`src/rtl/sync_mem_if.sv`:
```
`default_nettype none
// ============================================================================
//  Module      : sync_mem_if
//  Description : Request/response bundle between a requester and sync_mem.
//                The requester drives the strobe, direction, address and write
//                data; the memory returns read data and completion status.
//  Revision    : 1.0 - initial release
// ============================================================================
interface sync_mem_if #(
   parameter int DATA_W = 16,
   parameter int ADDR_W = 16
);
   logic              EN;
   logic              R_W;
   logic [ADDR_W-1:0] address;
   logic [DATA_W-1:0] dataIn;
   logic [DATA_W-1:0] dataOut;
   logic              MFC;
   logic              ERR;
   logic              BUSY;

   modport master (
      output EN, R_W, address, dataIn,
      input  dataOut, MFC, ERR, BUSY
   );

   modport slave (
      input  EN, R_W, address, dataIn,
      output dataOut, MFC, ERR, BUSY
   );
endinterface
`default_nettype wire

```
`src/rtl/sync_mem.sv`:
```
`default_nettype none
// ============================================================================
//  Module      : sync_mem
//  Description : Word-addressed memory with a fixed access latency and an
//                EN/MFC completion handshake. A request is latched on accept,
//                held for LATENCY wait cycles, performed, then MFC is held
//                until the requester drops EN. Out-of-range addresses raise
//                ERR instead of touching the array.
//  Revision    : 1.0 - initial release
// ============================================================================
module sync_mem #(
   parameter int DATA_W  = 16,
   parameter int ADDR_W  = 16,
   parameter int DEPTH   = 32,
   parameter int LATENCY = 2
) (
   input  wire logic  clk,
   input  wire logic  reset,
   sync_mem_if.slave  bus
);

   // Index width; a single-word array still needs a one-bit index.
   localparam int                c_idx_w   = (DEPTH > 1) ? $clog2(DEPTH) : 1;
   localparam int                c_cnt_w   = 4;
   localparam logic [c_cnt_w-1:0] c_latency = c_cnt_w'(LATENCY);
   // One extra bit so DEPTH == 2**ADDR_W is representable in the range check.
   localparam logic [ADDR_W:0]   c_depth   = (ADDR_W + 1)'(DEPTH);

   localparam logic [1:0] c_idle = 2'd0;
   localparam logic [1:0] c_wait = 2'd1;
   localparam logic [1:0] c_done = 2'd2;

   logic [1:0]         r_state;
   logic [1:0]         w_next_state;

   logic [c_cnt_w-1:0] r_cnt;
   logic               r_rw;
   logic [ADDR_W-1:0]  r_addr;
   logic [DATA_W-1:0]  r_wdata;
   logic [DATA_W-1:0]  r_data_out;
   logic               r_mfc;
   logic               r_err;
   logic [DATA_W-1:0]  r_mem [DEPTH];

   logic               w_accept;
   logic               w_tick;
   logic               w_access;
   logic               w_release;
   logic               w_busy;
   logic               w_in_range;
   logic [c_idx_w-1:0] w_idx;

   // Range check happens on the full latched address; only then is the
   // truncated index meaningful.
   assign w_in_range = ({1'b0, r_addr} < c_depth);
   assign w_idx      = r_addr[c_idx_w-1:0];

   assign bus.dataOut = r_data_out;
   assign bus.MFC     = r_mfc;
   assign bus.ERR     = r_err;
   assign bus.BUSY    = w_busy;

   // State register.
   always_ff @(posedge clk or negedge reset) begin
      if (!reset) begin
         r_state <= c_idle;
      end else begin
         r_state <= w_next_state;
      end
   end

   // Next-state: the wait state runs until the counter has drained to zero,
   // so the access lands LATENCY+1 edges after accept for every LATENCY.
   always_comb begin
      w_next_state = r_state;
      case (r_state)
         c_idle: begin
            if (bus.EN) begin
               w_next_state = c_wait;
            end
         end
         c_wait: begin
            if (r_cnt == '0) begin
               w_next_state = c_done;
            end
         end
         c_done: begin
            if (!bus.EN) begin
               w_next_state = c_idle;
            end
         end
         default: begin
            w_next_state = c_idle;
         end
      endcase
   end

   // Control strobes decoded from the current state.
   always_comb begin
      w_accept  = 1'b0;
      w_tick    = 1'b0;
      w_access  = 1'b0;
      w_release = 1'b0;
      w_busy    = (r_state != c_idle);
      case (r_state)
         c_idle: begin
            w_accept = bus.EN;
         end
         c_wait: begin
            w_access = (r_cnt == '0);
            w_tick   = (r_cnt != '0);
         end
         c_done: begin
            w_release = !bus.EN;
         end
         default: begin
            w_busy = 1'b1;
         end
      endcase
   end

   // Request latch, wait counter, array and registered response.
   always_ff @(posedge clk or negedge reset) begin
      if (!reset) begin
         r_cnt      <= '0;
         r_rw       <= 1'b0;
         r_addr     <= '0;
         r_wdata    <= '0;
         r_data_out <= '0;
         r_mfc      <= 1'b0;
         r_err      <= 1'b0;
         for (int i = 0; i < DEPTH; i++) begin
            r_mem[i] <= '0;
         end
      end else begin
         if (w_accept) begin
            r_rw    <= bus.R_W;
            r_addr  <= bus.address;
            r_wdata <= bus.dataIn;
            r_cnt   <= c_latency;
         end else if (w_tick) begin
            r_cnt <= r_cnt - 1'b1;
         end

         if (w_access) begin
            r_mfc <= 1'b1;
            r_err <= !w_in_range;
            if (r_rw) begin
               // An erroneous read deliberately returns zero.
               r_data_out <= w_in_range ? r_mem[w_idx] : '0;
            end else if (w_in_range) begin
               r_mem[w_idx] <= r_wdata;
            end
         end

         if (w_release) begin
            r_mfc <= 1'b0;
            r_err <= 1'b0;
         end
      end
   end

endmodule
`default_nettype wire

```
`src/flat_wrapper.sv`:
```
// flat-port wrapper written by rule: the top's interface ports become plain ports
module sync_mem_flat 
#(
   parameter int DATA_W  = 16,
   parameter int ADDR_W  = 16,
   parameter int DEPTH   = 32,
   parameter int LATENCY = 2
)
  (clk, reset, bus_EN, bus_R_W, bus_address, bus_dataIn, bus_dataOut, bus_MFC, bus_ERR, bus_BUSY);
  sync_mem_if #(.DATA_W(DATA_W), .ADDR_W(ADDR_W)) bus_i ();
  input  wire logic clk;
  input  wire logic reset;
  input wire logic [$bits(bus_i.EN)-1:0] bus_EN;
  input wire logic [$bits(bus_i.R_W)-1:0] bus_R_W;
  input wire logic [$bits(bus_i.address)-1:0] bus_address;
  input wire logic [$bits(bus_i.dataIn)-1:0] bus_dataIn;
  output wire logic [$bits(bus_i.dataOut)-1:0] bus_dataOut;
  output wire logic [$bits(bus_i.MFC)-1:0] bus_MFC;
  output wire logic [$bits(bus_i.ERR)-1:0] bus_ERR;
  output wire logic [$bits(bus_i.BUSY)-1:0] bus_BUSY;
  assign bus_i.EN = bus_EN;
  assign bus_i.R_W = bus_R_W;
  assign bus_i.address = bus_address;
  assign bus_i.dataIn = bus_dataIn;
  assign bus_dataOut = bus_i.dataOut;
  assign bus_MFC = bus_i.MFC;
  assign bus_ERR = bus_i.ERR;
  assign bus_BUSY = bus_i.BUSY;
  sync_mem #(.DATA_W(DATA_W), .ADDR_W(ADDR_W), .DEPTH(DEPTH), .LATENCY(LATENCY)) u_core (.clk(clk), .reset(reset), .bus(bus_i));
endmodule
```
`config.mk`:
```
export PLATFORM = sky130hd
export DESIGN_NAME = sync_mem_flat
export DESIGN_NICKNAME = d
export VERILOG_FILES = /design/src/rtl/sync_mem_if.sv /design/src/rtl/sync_mem.sv /design/src/flat_wrapper.sv
export SDC_FILE = /design/constraint.sdc
export NUM_CORES = 1
export LEC_CHECK = 0
export BUFFER_PORTS_ARGS = -buffer_cell sky130_fd_sc_hd__buf_2
export CAP_MARGIN = 20
export CORE_MARGIN = 2
export CORE_UTILIZATION = 45
export CTS_CLUSTER_SIZE = 30
export DETAILED_ROUTE_END_ITERATION = 7
export GPL_ROUTABILITY_DRIVEN = 1
export GPL_TIMING_DRIVEN = 0
export PLACE_DENSITY = 0.71
export SLEW_MARGIN = 5
export SYNTH_ARGS = -nofsm -noshare
export SYNTH_HDL_FRONTEND = slang
export SYNTH_SLANG_ARGS = --single-unit
```
`constraint.sdc`:
```
create_clock -name clk -period 3.57 [get_ports clk]
set_input_delay 0.8925 -clock clk [delete_from_list [all_inputs] [get_ports clk]]
set_output_delay 0.8925 -clock clk [all_outputs]
set_load 0.1 [all_outputs]
```
==> results.md <==
* Syn avg cell area at 14.3 µm²
* Antenna Violating Nets Remaining at 0
* Top FF cell, synth: dfrtp_1
* IO buf count at 54
* Cells after Synth at 1807
* Layout cell share with drive strength beyond 1 at 44.4%
* Clock root buffer: clkbuf_16
* Total nets after synthesis at 1844
* Number of buffers created by CTS at 58
* Yosys reg bits at 569
* # Max-Cap Violations at 0
* Clk_lat worst skew at 0.63 ns
* CP required at 4.11 ns
* Htree depth at 2
* Hold Buf Count CTS at 0
* Final Hold Viols at 0
* Longest Clk Path Bufs at 3
* CP Launch Type: flip-flop
* Cell area after synthesis at 0.0258 mm²
* Clock skew at 0.0216 ns
* Synth warn at 0
* Pre-antenna DRT Iters at 5
* Vias per cell at 6.03
* Nets@finish at 1993
* Worst Slack Setup Final at -0.0358 ns
* Fmax at 0.277 GHz
* P&R area growth vs syn at 15.7%
* Routed wire length at 76800 µm
* Headroom to the max-slew limit at 20.1%
* FP Rows at 87
* FF-to-FF setup slack at -0.04 ns
* Antenna violations before repair at 0
* WL per Instance at 27.8 µm
* First-pass GRT wire length at 114000 µm
* Total track usage at 25.9%
* Core Footprint at 0.0565 mm²
* IO Pins at 55
* Grt ovf at 0
* Seq/Total Area, Yosys at 55.2%
* Vias at 16652
* Die area at 0.0593 mm²
* RR Startpoint: u_core.r_cnt[0]
* Largest net degree at the start of global routing at 123
* Least-Margin Pin Slew at 1.20 ns
* Worst EP arrival at 4.15 ns
* Reg clk slew, reported paths at 0.06 ns
* RSZ-0062 raised after global routing: true
* Status: finished with violations
* DIE WIDTH at 243 µm
* Final critical-path share of the clock period at 101%
* DRC at 0
* Vias in the first global route at 17175
* DIE HEIGHT at 243 µm
* Util after Layout at 52.8%
* Total power at 19.7 mW
* Most frequent cells in the layout: dfrtp_1, mux2_2, mux2i_1
* Num Clock Sinks at 569
* Final GP Congestion at 0.922
* Violated checks: setup timing
* Reg-to-Reg End: u_core.bus.dataOut[12]
* Nature of the critical path endpoint: flip-flop
* Leakage at 14.6 nW
* Commonest non-fill, non-tap cell in the layout: dfrtp_1
* VDD IR-drop max at 643 µV
* Period minus WS final at 3.61 ns
* Worst reg2reg path depth at 10
* Post-detail-place hpwl at 53000 µm
* 1st-iter DRT viols at 1672
* Fraction of registers with async set/reset at 100%
* Final setup fails at 4
* Post-synth EDFFs at 0
* Pwr Density at 661 mW/mm²
* Crit path kind: reg2reg
* Distinct cells, synth at 58
* Initial core utilization at 45.7%
* Final Max Slew Viols at 0
* CTS tree: built
* CP max FO at 10
* Worst min path class: in2async
[metal layers]
layer / vias up / track usage (%) / routed length (µm)
met2: 642 / 40.7 / 35600
met1: 8910 / 36.4 / 33200
met4: 0 / 9.49 / 2830
met3: 160 / 4.29 / 5140
li1: 6940 / - / -
met5: - / 0 / 0
[area by class of cell]
cell class,count,area (µm²)
fillers,4650,26600
flip-flops and latches,569,14200
multi-input cells,1080,11000
clock buffers,76,1680
well taps,756,946
plain buffers,153,722
repair buffers,90,699
clock inverters,33,500
inverters,4,15.0
diodes,1,2.50
[stage by stage]
stage / std cells / cell area [µm²] / setup TNS (ns) / hold slack [ns] / setup slack [ns]
2_1_floorplan: 1807 / 25800 / 0 / 0.473 / 0.687
3_3_place_gp: 2617 / 27000 / -5410.26 / 0.460 / -9.50
3_5_place_dp: 2634 / 27300 / -46.94 / 0.474 / -0.523
4_1_cts: 2748 / 29700 / -0.00432 / 0.216 / -0.00308
5_1_grt: 2761 / 29800 / -4.69 / 0.250 / -0.155
6_report: 2762 / 29800 / -0.0719 / 0.216 / -0.0358
[power breakdown]
part / internal, mW / switching [mW] / leakage (nW)
clock network: 4.24 / 2.64 / 1.09
logic: 1.77 / 4.05 / 5.61
registers: 6.69 / 0.338 / 7.87
total: 12.7 / 7.03 / 14.6
[Yosys cell counts (all sizes together) (2+ instances only)]
cell type	number	area, µm²
o22ai	16	100
nand3	5	30.0
nand2b	2	12.5
buf	88	459
a211oi	25	188
a22oi	42	315
nand2	31	116
mux2	554	6240
or3b	2	17.5
a221oi	6	52.6
nor3	22	226
mux4	31	698
or3	21	131
nor3b	5	60.1
dfrtp	569	14200
mux2i	160	1600
a221o	8	80.1
nor2b	25	156
nand4	13	81.3
o211ai	2	15.0
nor2	21	96.3
nor4	4	25.0
nand3b	5	37.5
a21oi	23	115
a22o	12	105
clkbuf	66	248
inv	4	15.0
o21ai	18	90.1
xnor2	2	17.5
nor4bb	3	30.0
nor4b	4	35.0
and4b	3	30.0
[kinds of logic (layout without fill, tap and decap cells)]
family,Yosys count,count (layout),synth area share (%)
AO/OA/AOI/OAI,161,161,4.41
XOR/XNOR,3,3,0.102
adder cells (fa/ha/maj),1,1,0.0485
buffers and inverters,158,356,2.80
flip-flops,569,569,55.2
multiplexers,745,745,33.1
other,0,1,0
AND/OR/NAND/NOR,170,170,4.34
[what timing repair did]
| action | CTS | global route |
|---|---|---|
| setup endpoints to repair | 245 | 224 |
| pin swaps | 3 | 7 |
| cloned | 0 | 0 |
| setup buffers | 6 | 12 |
| gates resized for setup | 27 | 17 |
[worst max-delay path, cell delays in order (launching register included)]
cell	delay (ns)
dfrtp_1	0.38
inv_1	0.09
ha_1	0.18
or3b_1	0.33
buf_2	0.17
or3_2	0.66
or3_1	0.40
clkbuf_1	0.33
buf_2	0.34
or3_1	0.48
o21ai_1	0.17
[worst max-delay path by stage]
stage / endpoint / start / slack (ns)
floorplan: u_core.r_mem[21] / u_core.r_cnt[0] / 0.69
finish: u_core.bus.dataOut[12] / u_core.r_cnt[0] / -0.04
CTS: u_core.r_mem[92] / u_core.r_cnt[0] / -0.003
detailed placement: u_core.r_mem[156] / u_core.r_addr[10] / -0.52
global route: u_core.r_mem[109] / u_core.r_cnt[0] / -0.16
global placement: u_core.r_mem[122] / reset / -9.50
[state kept, by name, summed over array words and instances (netlist names)]
register            count
u_core.bus.ERR          1
u_core.bus.MFC          1
u_core.bus.dataOut     16
u_core.r_addr          16
u_core.r_cnt            4
u_core.r_mem          512
u_core.r_rw             1
u_core.r_state          2
u_core.r_wdata         16
Note: power is estimated with default switching activity, not from simulation.
